**src/rtl/timer_pkg.sv**
```systemverilog
`default_nettype none
// ---------------------------------------------------------------------------
// timer_pkg : state encodings, clock-select codes and default sizes shared by
//             the timer controller and its prescaler.       Rev 1.0
// ---------------------------------------------------------------------------
package timer_pkg;

  localparam int TIMER_WIDTH    = 8;
  localparam int TIMER_PSC_BITS = 4;

  localparam logic [1:0] ST_IDLE  = 2'd0;
  localparam logic [1:0] ST_LOAD  = 2'd1;
  localparam logic [1:0] ST_RUN   = 2'd2;
  localparam logic [1:0] ST_CLEAR = 2'd3;

  typedef enum logic [1:0] {
    DIV2  = 2'd0,
    DIV4  = 2'd1,
    DIV8  = 2'd2,
    DIV16 = 2'd3
  } clk_sel_e;

endpackage
`default_nettype wire

```
**src/rtl/timer_prescaler.sv**
```systemverilog
`default_nettype none
// ---------------------------------------------------------------------------
// timer_prescaler : free-running divider with selectable tap and a registered
//                   rising-edge tick; synchronous clear and freeze.  Rev 1.0
// ---------------------------------------------------------------------------
module timer_prescaler #(
  parameter int PSC_BITS = 4
) (
  input  logic       clk,
  input  logic       rst,
  input  logic       clr_i,
  input  logic       en_i,
  input  logic [1:0] sel_i,
  output logic       tick_o
);

  logic [PSC_BITS-1:0] cnt_q;
  logic [PSC_BITS-1:0] cnt_d;
  logic                tick_q;

  assign cnt_d = cnt_q + PSC_BITS'(1);

  // The tick looks at the value being loaded so it lines up with the cycle
  // in which the selected bit actually rises.
  always_ff @(posedge clk) begin
    if (rst) begin
      cnt_q  <= '0;
      tick_q <= 1'b0;
    end else begin
      if (clr_i) begin
        cnt_q <= '0;
      end else if (en_i) begin
        cnt_q <= cnt_d;
      end
      tick_q <= en_i & cnt_d[sel_i] & ~cnt_q[sel_i];
    end
  end

  assign tick_o = tick_q;

endmodule
`default_nettype wire

```
**src/rtl/timer_ctrl.sv**
```systemverilog
`default_nettype none
// ---------------------------------------------------------------------------
// timer_ctrl : command/status sequencer for the counter datapath.
//              Periodic reload enabled by TIMER_CTRL_AUTORELOAD_EN.  Rev 1.0
// ---------------------------------------------------------------------------
module timer_ctrl
  import timer_pkg::*;
#(
  parameter int WIDTH    = TIMER_WIDTH,
  parameter int PSC_BITS = TIMER_PSC_BITS
) (
  input  logic             clk,
  input  logic             rst,
  input  logic             cmd_start,
  input  logic             cmd_stop,
  input  logic [WIDTH-1:0] cmd_value,
  input  logic             cmd_dir,
  input  logic [1:0]       cmd_clk_sel,
  input  logic             cmd_auto_reload,
  input  logic             sts_clr,
  input  logic             overflow,
  input  logic             underflow,
  output logic             clk_ena,
  output logic [WIDTH-1:0] start_counter,
  output logic             up_down,
  output logic             load,
  output logic             enable,
  output logic             clr_overflow,
  output logic             clr_underflow,
  output logic             busy,
  output logic             irq,
  output logic             cmd_err,
  output logic             sts_ovf,
  output logic             sts_udf
);

  logic [1:0]       state_q;
  logic [1:0]       state_d;
  logic [WIDTH-1:0] value_q;
  logic             dir_q;
  clk_sel_e         sel_q;
  logic             accept_d;
  logic             evt_d;
  logic             reload_ok;
  logic             load_q, enable_q, busy_q, irq_q, err_q;
  logic             clr_ovf_q, clr_udf_q, sts_ovf_q, sts_udf_q;

`ifdef TIMER_CTRL_AUTORELOAD_EN
  logic ar_q;

  always_ff @(posedge clk) begin
    if (rst) begin
      ar_q <= 1'b0;
    end else if (accept_d) begin
      ar_q <= cmd_auto_reload;
    end
  end

  assign reload_ok = ar_q;
`else
  logic unused_ar;

  assign unused_ar = cmd_auto_reload;
  assign reload_ok = 1'b0;
`endif

  always_comb begin
    state_d  = state_q;
    accept_d = 1'b0;
    evt_d    = 1'b0;
    case (state_q)
      ST_IDLE: begin
        if (cmd_start) begin
          state_d  = ST_LOAD;
          accept_d = 1'b1;
        end
      end
      ST_LOAD:  state_d = cmd_stop ? ST_IDLE : ST_RUN;
      ST_RUN: begin
        // A stop in the same cycle as an event swallows the event.
        if (cmd_stop) begin
          state_d = ST_IDLE;
        end else if (overflow | underflow) begin
          state_d = ST_CLEAR;
          evt_d   = 1'b1;
        end
      end
      ST_CLEAR: state_d = (reload_ok && !cmd_stop) ? ST_LOAD : ST_IDLE;
      default:  state_d = ST_IDLE;
    endcase
  end

  always_ff @(posedge clk) begin
    if (rst) begin
      state_q   <= ST_IDLE;
      value_q   <= '0;
      dir_q     <= 1'b0;
      sel_q     <= DIV2;
      load_q    <= 1'b0;
      enable_q  <= 1'b0;
      busy_q    <= 1'b0;
      irq_q     <= 1'b0;
      err_q     <= 1'b0;
      clr_ovf_q <= 1'b0;
      clr_udf_q <= 1'b0;
      sts_ovf_q <= 1'b0;
      sts_udf_q <= 1'b0;
    end else begin
      state_q <= state_d;
      if (accept_d) begin
        value_q <= cmd_value;
        dir_q   <= cmd_dir;
        sel_q   <= clk_sel_e'(cmd_clk_sel);
      end
      load_q    <= (state_d == ST_LOAD);
      enable_q  <= (state_d == ST_LOAD) || (state_d == ST_RUN);
      busy_q    <= (state_d != ST_IDLE);
      irq_q     <= evt_d;
      err_q     <= cmd_start & (state_q != ST_IDLE);
      clr_ovf_q <= evt_d & overflow;
      clr_udf_q <= evt_d & underflow;
      sts_ovf_q <= (evt_d & overflow)  | (sts_ovf_q & ~sts_clr);
      sts_udf_q <= (evt_d & underflow) | (sts_udf_q & ~sts_clr);
    end
  end

  timer_prescaler #(
    .PSC_BITS (PSC_BITS)
  ) u_psc (
    .clk    (clk),
    .rst    (rst),
    .clr_i  (state_d == ST_LOAD),
    .en_i   ((state_q == ST_RUN) && (state_d == ST_RUN)),
    .sel_i  (sel_q),
    .tick_o (clk_ena)
  );

  assign start_counter = value_q;
  assign up_down       = dir_q;
  assign load          = load_q;
  assign enable        = enable_q;
  assign busy          = busy_q;
  assign irq           = irq_q;
  assign cmd_err       = err_q;
  assign clr_overflow  = clr_ovf_q;
  assign clr_underflow = clr_udf_q;
  assign sts_ovf       = sts_ovf_q;
  assign sts_udf       = sts_udf_q;

endmodule
`default_nettype wire

```
**config.mk**
```make
export PLATFORM = sky130hd
export DESIGN_NAME = timer_ctrl
export DESIGN_NICKNAME = d
export VERILOG_FILES = /design/src/rtl/timer_pkg.sv /design/src/rtl/timer_prescaler.sv /design/src/rtl/timer_ctrl.sv
export SDC_FILE = /design/constraint.sdc
export NUM_CORES = 1
export LEC_CHECK = 0
export ABC_AREA = 1
export BUFFER_PORTS_ARGS = -buffer_cell sky130_fd_sc_hd__buf_4
export CAP_MARGIN = 10
export CORE_MARGIN = 4
export CORE_UTILIZATION = 39
export CTS_BUF_LIST = sky130_fd_sc_hd__clkbuf_16
export CTS_CLUSTER_DIAMETER = 50
export CTS_CLUSTER_SIZE = 25
export DETAILED_ROUTE_END_ITERATION = 8
export PLACE_DENSITY = 0.73
export SLEW_MARGIN = 0
export SYNTH_ARGS = -nofsm -noshare
export SYNTH_HDL_FRONTEND = slang
export SYNTH_SLANG_ARGS = --single-unit
```
**constraint.sdc**
```tcl
create_clock -name clk -period 1.6 [get_ports clk]
set_input_delay 0.08 -clock clk [delete_from_list [all_inputs] [get_ports clk]]
set_output_delay 0.08 -clock clk [all_outputs]
set_load 0.03 [all_outputs]
```
==> impl_metrics.csv, run 1 <==
group,metric,value,unit
worst_setup_path,cp.required,1750,ps
finish,layout.cells.non_filler,205,
placed_design,pre_cts_slack,27.2,ps
grt,grt_busiest_layer,"met2",
power_and_ir_drop,sequentialPowerShare,48.1,%
detailed_routing,wl,2240,um
worst_setup_path,cp-start-kind,"register",
cts,numCtsBuffers,3,
timing,rsz0062_at_grt,"yes",
detailed_routing,routed_via_density,4.58,
timing,finalWorstSetupSlack,149,ps
timing,setup_viol_count_final,0,
grt,grt_pass1_vias,889,
synth,yosysTopAreaCell,"dfxtp_1",
power_and_ir_drop,irDropWorstVdd,0.000967,V
power_and_ir_drop,powerDensity,1060,mW/mm^2
cts,cts_tree,"built",
synth,synth.area.top_cells,"dfxtp_1 52%, nor2_1 16%, nand2_1 5.4%",
timing,final_max_slew_viol_count,0,
finish,syn_to_final_growth,36.6,%
timing,fmax,689,MHz
synth,syn_avg_cell_area,7.60,um^2
die,die-area,0.00358,mm^2
power_and_ir_drop,intPower,1.14,mW
power_and_ir_drop,clock_power_share,36.1,%
synth,ys_warn_count,0,
detailed_routing,vias,939,
power_and_ir_drop,p_leak,0.694,nW
timing,fin_crit,1450,ps
finish,final_cell_mix,"45 x nor2_1, 37 x buf_4, 25 x dfxtp_1",
worst_setup_path,worst_setup_path_end_kind,"register",
finish,layout_commonest_cell,"nor2_1",
synth,netlist_area,0.00105,mm^2
power_and_ir_drop,finalPower,1.51,mW
power_and_ir_drop,combPwrFrac,15.8,%
hold_path,hold_path.class,"input pin to register",
worst_setup_path,critPathMaxFanout,6,
placed_design,dp_hpwl,1620,um
grt,antenna_found_initial,0,
hold_path,hold_start,"cmd_value[7]",
timing,slew_headroom,75.9,%
worst_setup_path,cp.arrival,1600,ps
cts,path_clk_slew,60,ps
detailed_routing,dr.pass1.iters,3,
grt,grt-ovfl-total,0,
synth,synth_fp_nets,161,
detailed_routing,drt_iter0_drc,67,
grt,grt_pass1_wl,3760,um
synth,synth.distinct_cells,17,
finish,fin_nets,199,
finish,final_area,0.00143,mm^2
cts,clockBufferDepth,2,
finish,antenna_cells,0,
synth,synth.top_cell.area_share,51.6,%
cts,clock-sinks,27,
detailed_routing,route.detailed.drc,0,
cts,cts_setup_buffers,0,
power_and_ir_drop,switching_share,24.7,%
power_and_ir_drop,power.switching,0.374,mW
die,die_x,59.9,um
finish,drive_gt1_share,28.6,%
worst_setup_path,critPathKind,"register to register",
die,die_y,59.9,um
die,rows,18,
timing,tightest_slew,361,ps
cts,insertion_delay,250,ps
timing,fin_skew,2.49,ps
worst_setup_path,crit_start,"state_q[0]",
grt,grt_max_degree,15,
cts,cts-root-buf,"clkbuf_16",
timing,fin_crit_sh,90.7,%
placed_design,port_buffers,36,
finish,final_core_util,56.8,%
synth,synth-seq-cells,27,
synth,yosysSeqAreaShare,51.6,%
timing,hold_violations,0,
die,ios,38,
placed_design,place.gp.congestion,0.775,
detailed_routing,ant_nets,0,
worst_setup_path,r2r-start,"state_q[0]",
die,core_area,0.00252,mm^2
flow_run,maxCapViolations,0,
grt,track_usage,13.6,%
die,initial_core_util,41.6,%
grt,grtUsageMet2,22.7,%
detailed_routing,routedWlPerCell,10.9,um
grt,grtUsageMet1,16.6,%
placed_design,placed_cell_area,0.00133,mm^2
status,status,"completed",
grt,grtUsageMet3,4.32,%
synth,syn_inst,138,
cts,htreeDepth,1,
placed_design,dp_cells,201,
cells in the mapped netlist:
cell type,n
nor2_1,46
dfxtp_1,27
nand2_1,15
inv_1,14
o21ai_0,10
nand3_1,7
ha_1,4
o21ai_1,4
a21oi_1,2
buf_6,2
buf_1,1
clkbuf_1,1
inv_2,1
nand2_2,1
nand4_1,1
nor2_2,1
xnor2_1,1
flip-flops by register name, indices dropped and copies added (netlist names):
signal,count
busy,1
clr_overflow,1
clr_underflow,1
cmd_err,1
enable,1
irq,1
load,1
sel_q,2
start_counter,8
state_q,2
sts_ovf,1
sts_udf,1
u_psc.cnt_q,4
u_psc.tick_o,1
up_down,1
worst max-delay path, stage by stage (launching register included):
cell and delay [ps]:
dfxtp_2 340, inv_2 90, nand2_1 60, inv_1 70
nand2_1 70, nand2_1 90, inv_1 80, ha_2 200
nand3_4 110, inv_2 50, o21ai_0 140, nor2_1 60
power by group through the flow:
stage / Sequential (mW) / Clock [mW] / Combinational, mW
after floorplan: 0.796 / 0 / 0.0926
after detailed placement: 0.742 / 0 / 0.237
final: 0.728 / 0.546 / 0.239
after global placement: 0.741 / 0 / 0.233
after global routing: 0.732 / 0.596 / 0.265
after CTS: 0.727 / 0.560 / 0.239
routing by layer:
metal  part of all wire, %  wire, um
met1                    45      1020
met3                   7.6       169
met2                    46      1040
met4                  0.80        18
met5                     0         0
cell families after synthesis:
logic type               count (synthesis)  synth area share, %
buffers and inverters                   19                 8.23
AND/OR/NAND/NOR                         71                 27.0
XOR/XNOR                                 1                0.835
flip-flops                              27                 51.6
adder cells (fa/ha/maj)                  4                 4.77
AO/OA/AOI/OAI                           16                 7.64
timing repair:
item                                    4_1_cts  5_1_grt
hold buffers                                  0        0
endpoints found under the setup margin        0        5
gates resized for setup                       0        8
layout make-up:
cell class | instances | area (um^2)
Fill cell | 239 | 1090
Sequential cell | 27 | 543
Multi-Input combinational cell | 92 | 439
Timing Repair Buffer | 37 | 278
Clock buffer | 3 | 75.1
Inverter | 15 | 56.3
Tap cell | 30 | 37.5
Clock inverter | 1 | 3.75
worst paths after layout:
check | cells after the start | slack (ps) | to
max reg2reg | 11 | 150 | u_psc.cnt_q[1]
min | 3 | 60 | start_counter[7]
min reg2reg | 2 | 470 | sts_ovf
max | 11 | 150 | u_psc.cnt_q[1]
per-stage QoR:
stage,setup TNS [ps],hold WS [ps]
finish,0,64.7
global route,-47.8,72.3
CTS,0,64.2
detailed placement,0,330
global placement,0,313
floorplan,0,203
Note: power is estimated with default switching activity, not from simulation.
==> inputs of run 2 (changes only) <==
Settings changed: ABC_AREA 1 to default, MAX_ROUTING_LAYER from default to met4.
==> run 2 against run 1 <==
  * The run now ends with negative setup slack left
  * Clock power about the same
  * Synthesized cell count fell by 28%
  * First-iteration DRC count shrank 70%
  * Count of clock-buffer cells in the layout did not move
  * Highest routed layer unchanged
  * Die area is 1.0% higher
  * Sequential power fell by 1%
  * Power down 0.17%
  * Critical path type unchanged
  * Clock skew is 0.63 ps lower
  * Register-to-register slack worse by 170 ps
  * Area after synthesis up 1.2%
  * Non-clock buffer count is 6 higher
==> impl_metrics.csv, run 2 <==
group,metric,value,unit
finish,final_area,0.00151,mm^2
timing,slew_headroom,80.2,%
worst_setup_path,cp.required,1780,ps
timing,finalWorstSetupSlack,-19.3,ps
placed_design,port_buffers,36,
die,die_x,60.2,um
detailed_routing,drt_iter0_drc,20,
cts,cts_tree,"built",
synth,syn_inst,100,
finish,largest_reg_flops,8,
finish,drive_gt1_share,39.7,%
cts,clockBufferDepth,2,
synth,synth_edf_count,0,
worst_setup_path,worst-path-buf-inv,0,
synth,ys_top_cells_by_count,"27 x dfxtp_1, 19 x nor2_1, 13 x mux2i_1, 4 x ha_1, 4 x nor3_1",
cts,numCtsBuffers,3,
timing,final_max_slew_viol_count,0,
finish,final_core_util,59.2,%
detailed_routing,routedWlPerCell,13.9,um
worst_setup_path,critPathKind,"register to register",
synth,synth.distinct_cells,31,
cts,clock-sinks,27,
worst_setup_path,worst_path_max_delay_cell,"or3_4",
die,ios,38,
detailed_routing,wl,2370,um
timing,hold_violations,0,
synth,synth_fp_nets,123,
status,status,"complete, but fails checks",
timing,rsz0062_at_grt,"yes",
finish,antenna_cells,0,
timing,fmax,618,MHz
worst_setup_path,path_cells,"mux2i_4 > or2_4 > ha_4 > nand3b_4 > or3_4 > a211oi_2",
detailed_routing,dr.pass1.iters,3,
synth,synth.top_cell.area_share,50.9,%
grt,grt_max_degree,25,
synth,synthFlopType,"dfxtp_1",
power_and_ir_drop,finalPower,1.51,mW
synth,synth.most_common_cell,"dfxtp_1",
detailed_routing,route.detailed.drc,0,
grt,antenna_found_initial,0,
detailed_routing,top_layer,"met4",
detailed_routing,route.met3.wl,168,um
synth,netlist_area,0.00106,mm^2
cts,holdBufCountCts,0,
placed_design,place.gp.congestion,0.804,
die,rows,18,
worst_setup_path,cp_top_family,"simple AND/OR/NAND/NOR gates",
finish,final_cell_mix,"43 x buf_4, 26 x dfxtp_1, 19 x nor2_1",
finish,fin_nets,165,
timing,tightest_slew,295,ps
status,violations,"negative setup slack",
worst_setup_path,cp-start-kind,"register",
hold_path,hold_path.class,"input pin to register",
finish,syn_to_final_growth,42.1,%
die,die-area,0.00362,mm^2
worst_setup_path,critPathMaxFanout,3,
synth,yosysSeqAreaShare,50.9,%
timing,fin_tns_setup,-19.3,ps
detailed_routing,wl_met2,1180,um
power_and_ir_drop,p_leak,0.724,nW
placed_design,dp_hpwl,1650,um
synth,synth_async_sr_flop_share,0,%
cts,insertion_delay,260,ps
detailed_routing,vias,841,
cts,path_clk_slew,60,ps
grt,grt_pass1_vias,837,
detailed_routing,routed_via_density,4.92,
die,initial_core_util,41.7,%
grt,track_usage,14.4,%
synth,yosysTopAreaCell,"dfxtp_1",
grt,grt_pass1_wl,3800,um
synth,ys_warn_count,0,
synth,synth-seq-cells,27,
power_and_ir_drop,irDropWorstVdd,0.000577,V
cts,htreeDepth,1,
worst_setup_path,worst_setup_path_end_kind,"register",
flow_run,maxCapViolations,0,
detailed_routing,met1_length,980,um
finish,layout_commonest_cell,"buf_4",
worst_setup_path,cp.arrival,1800,ps
placed_design,placed_cell_area,0.00140,mm^2
detailed_routing,ant_nets,0,
worst_setup_path,max_stage_delay,380,ps
timing,fin_crit_sh,101,%
die,die_y,60.2,um
die,core_area,0.00254,mm^2
timing,fin_crit,1620,ps
power_and_ir_drop,powerDensity,1000,mW/mm^2
synth,synth.area.top_cells,"dfxtp_1 51%, mux2i_1 12%, nor2_1 6.7%",
timing,fin_skew,1.86,ps
grt,grt-ovfl-total,0,
synth,syn_avg_cell_area,10.6,um^2
cts,cts-root-buf,"clkbuf_16",
placed_design,pre_cts_slack,-20.5,ps
timing,setup_viol_count_final,1,
## run 2: cell types whose count changed after synthesis, sizes merged, moves of 6 or more
cell   previous run  this run
nor2             47        19
nand2            16         0
mux2i             0        13
o21ai            14         1
inv              15         3
nand3             7         1
## run 2: stage by stage
stage               instances  hold slack, ps
global route              171            49.2
detailed placement        166             315
CTS                       171            50.3
floorplan                 100             152
finish                    171            53.4
global placement          166             306
## run 2: repair_timing
item,CTS,global route
setup buffers,1,0
setup endpoints to repair,1,2
gates resized for setup,0,5
pin swaps,1,1
## run 2: worst paths after layout
| kind | cells after the start | startpoint | slack [ps] | to |
|---|---|---|---|---|
| setup / recovery | 6 | state_q[1] | -20 | u_psc.cnt_q[3] |
| hold / removal | 2 | overflow | 50 | clr_overflow |
| hold reg to reg | 1 | sts_ovf | 480 | sts_ovf |
| setup reg to reg | 6 | state_q[1] | -20 | u_psc.cnt_q[3] |
## run 2: power breakdown
part	switching [mW]	internal, mW	leakage [nW]	total, mW
logic	0.129	0.116	0.461	0.245
registers	0.0168	0.701	0.221	0.718
clock network	0.214	0.334	0.0423	0.548
## run 2: layout make-up
cell class | count | area (um^2)
Fill cell | 237 | 1040
Sequential cell | 27 | 544
Multi-Input combinational cell | 64 | 513
Timing Repair Buffer | 43 | 323
Clock buffer | 3 | 75.1
Tap cell | 30 | 37.5
Inverter | 3 | 11.3
Clock inverter | 1 | 3.75
## run 2: cell families (layout without fill, tap and decap cells)
group	count (synthesis)	after routing	share of synthesized area (%)
and+or+nand+nor	37	37	19.2
xor gates and xnor gates	3	3	2.48
muxes	13	13	12.3
adders and majority gates	4	4	4.72
DFF	27	27	50.9
buffers and inverters	9	50	4.36
AOI/OAI and AO/OA	7	7	6.01
## run 2: per-layer routing
layer / vias up / track usage (%)
met5: - / -
met2: 38 / 24.2
li1: 421 / -
met3: 4 / 2.59
met1: 378 / 16.8
met4: 0 / 6.01
==> inputs of run 3 (changes only) <==
Settings changed: CORE_UTILIZATION 39 to 47, PLACE_DENSITY 0.73 to 0.84.
==> run 3 against run 2 <==
  * The flow still finishes with violations (negative setup slack)
  * Non-clock buffer count grew 1
  * Via count increased by 0.48%
  * Combinational power hardly changed
  * Sequential power about the same
  * Fmax fell by 0.53%
  * Wire length is 4.9% lower
  * Final area grew 0.25%
==> impl_metrics.csv, run 3 (synthesis results as in run 2) <==
group,metric,value,unit
grt,track_usage,15.7,%
detailed_routing,routed_via_density,5.00,
detailed_routing,ant_nets,0,
cts,numCtsBuffers,3,
placed_design,place.gp.congestion,0.759,
finish,syn_to_final_growth,42.5,%
finish,fillCellCount,150,
power_and_ir_drop,irDropWorstVdd,0.000729,V
hold_path,hold_path.class,"input pin to register",
placed_design,dp_hpwl,1610,um
grt,grt_pass1_vias,850,
timing,tightest_slew,291,ps
worst_setup_path,critPathKind,"register to register",
cts,clockBufferDepth,2,
timing,hold_violations,0,
cts,htreeDepth,1,
detailed_routing,drt_iter0_drc,10,
finish,largest_reg_flops,8,
worst_setup_path,cp-start-kind,"register",
power_and_ir_drop,powerDensity,1000,mW/mm^2
die,die_x,55.5,um
worst_setup_path,critPathMaxFanout,3,
die,die_y,55.5,um
die,core_area,0.00204,mm^2
status,violations,"negative setup slack",
cts,insertion_delay,260,ps
status,status,"complete, but fails checks",
finish,antenna_cells,0,
timing,fmax,614,MHz
placed_design,pre_cts_slack,-23.9,ps
power_and_ir_drop,p_leak,0.727,nW
grt,antenna_found_initial,0,
worst_setup_path,cp.arrival,1810,ps
detailed_routing,route.detailed.drc,0,
timing,fin_crit_sh,102,%
detailed_routing,wl,2250,um
finish,fin_nets,166,
timing,final_max_slew_viol_count,0,
worst_setup_path,cp.required,1780,ps
finish,drive_gt1_share,41.5,%
die,initial_core_util,52.0,%
timing,setup_viol_count_final,1,
finish,layout_commonest_cell,"buf_4",
timing,fin_skew,4.19,ps
die,rows,16,
detailed_routing,dr.pass1.iters,4,
cts,cts_tree,"built",
timing,slew_headroom,80.4,%
timing,fin_tns_setup,-27.9,ps
cts,path_clk_slew,60,ps
finish,final_area,0.00151,mm^2
grt,grt-ovfl-total,0,
finish,final_cell_mix,"44 x buf_4, 26 x dfxtp_1, 19 x nor2_1",
die,die-area,0.00308,mm^2
detailed_routing,vias,845,
die,ios,38,
timing,fin_crit,1630,ps
finish,final_core_util,74.0,%
grt,grt_max_degree,25,
timing,rsz0062_at_grt,"yes",
grt,grt_pass1_wl,3770,um
worst_setup_path,worst_setup_path_end_kind,"register",
placed_design,placed_cell_area,0.00140,mm^2
timing,finalWorstSetupSlack,-27.9,ps
flow_run,maxCapViolations,0,
cts,clock-sinks,27,
detailed_routing,routedWlPerCell,13.3,um
placed_design,port_buffers,36,
cts,cts-root-buf,"clkbuf_16",
-- run 3: area by class of cell --
class                   count  area (um^2)  share of cell area (%)
multi-input cells          64          512                    33.9
repair buffers             44          330                    21.9
inverters                   3         11.3                   0.745
flip-flops and latches     27          544                    36.0
clock buffers               3         75.1                    4.97
clock inverters             1         5.00                   0.331
well taps                  27         33.8                    2.24
-- run 3: worst paths after layout --
| path | from | endpoint | slack (ps) | cells after the start |
|---|---|---|---|---|
| worst min-delay path | overflow | clr_overflow | 50 | 2 |
| worst max-delay path | state_q[1] | u_psc.cnt_q[3] | -30 | 6 |
| worst max register to register | state_q[1] | u_psc.cnt_q[3] | -30 | 6 |
| worst min register to register | sts_udf | sts_udf | 490 | 1 |
-- run 3: through the flow --
stage | hold WS [ps] | instances | power (mW)
CTS | 44.0 | 168 | 1.53
global route | 56.8 | 169 | 1.57
floorplan | 152 | 100 | 0.876
detailed placement | 311 | 163 | 0.969
finish | 45.2 | 169 | 1.52
global placement | 305 | 163 | 0.963
-- run 3: worst max-delay path, cell delays in order, from the launching register on --
cell      delay (ps)
dfxtp_4          370
mux2i_2          230
or2_4            160
ha_4             140
nand3b_4          80
or3_4            390
a211oi_2         180
-- run 3: what timing repair did --
action | 4_1_cts | 5_1_grt
setup endpoints to repair | 1 | 2
resized for setup | 2 | 3
buffers inserted | 1 | 1
pin swaps | 1 | 0
hold buffers | 0 | 0
-- run 3: layer usage --
metal / global-route usage, % / routed length [um]
met1: 16.8 / 956
met2: 26.2 / 1090
met3: 4.43 / 155
met4: 8.33 / 46
met5: - / 0
-- run 3: where the power goes --
group          internal [mW]  switching, mW
clock network          0.337          0.217
registers              0.701         0.0167
logic                  0.118          0.127
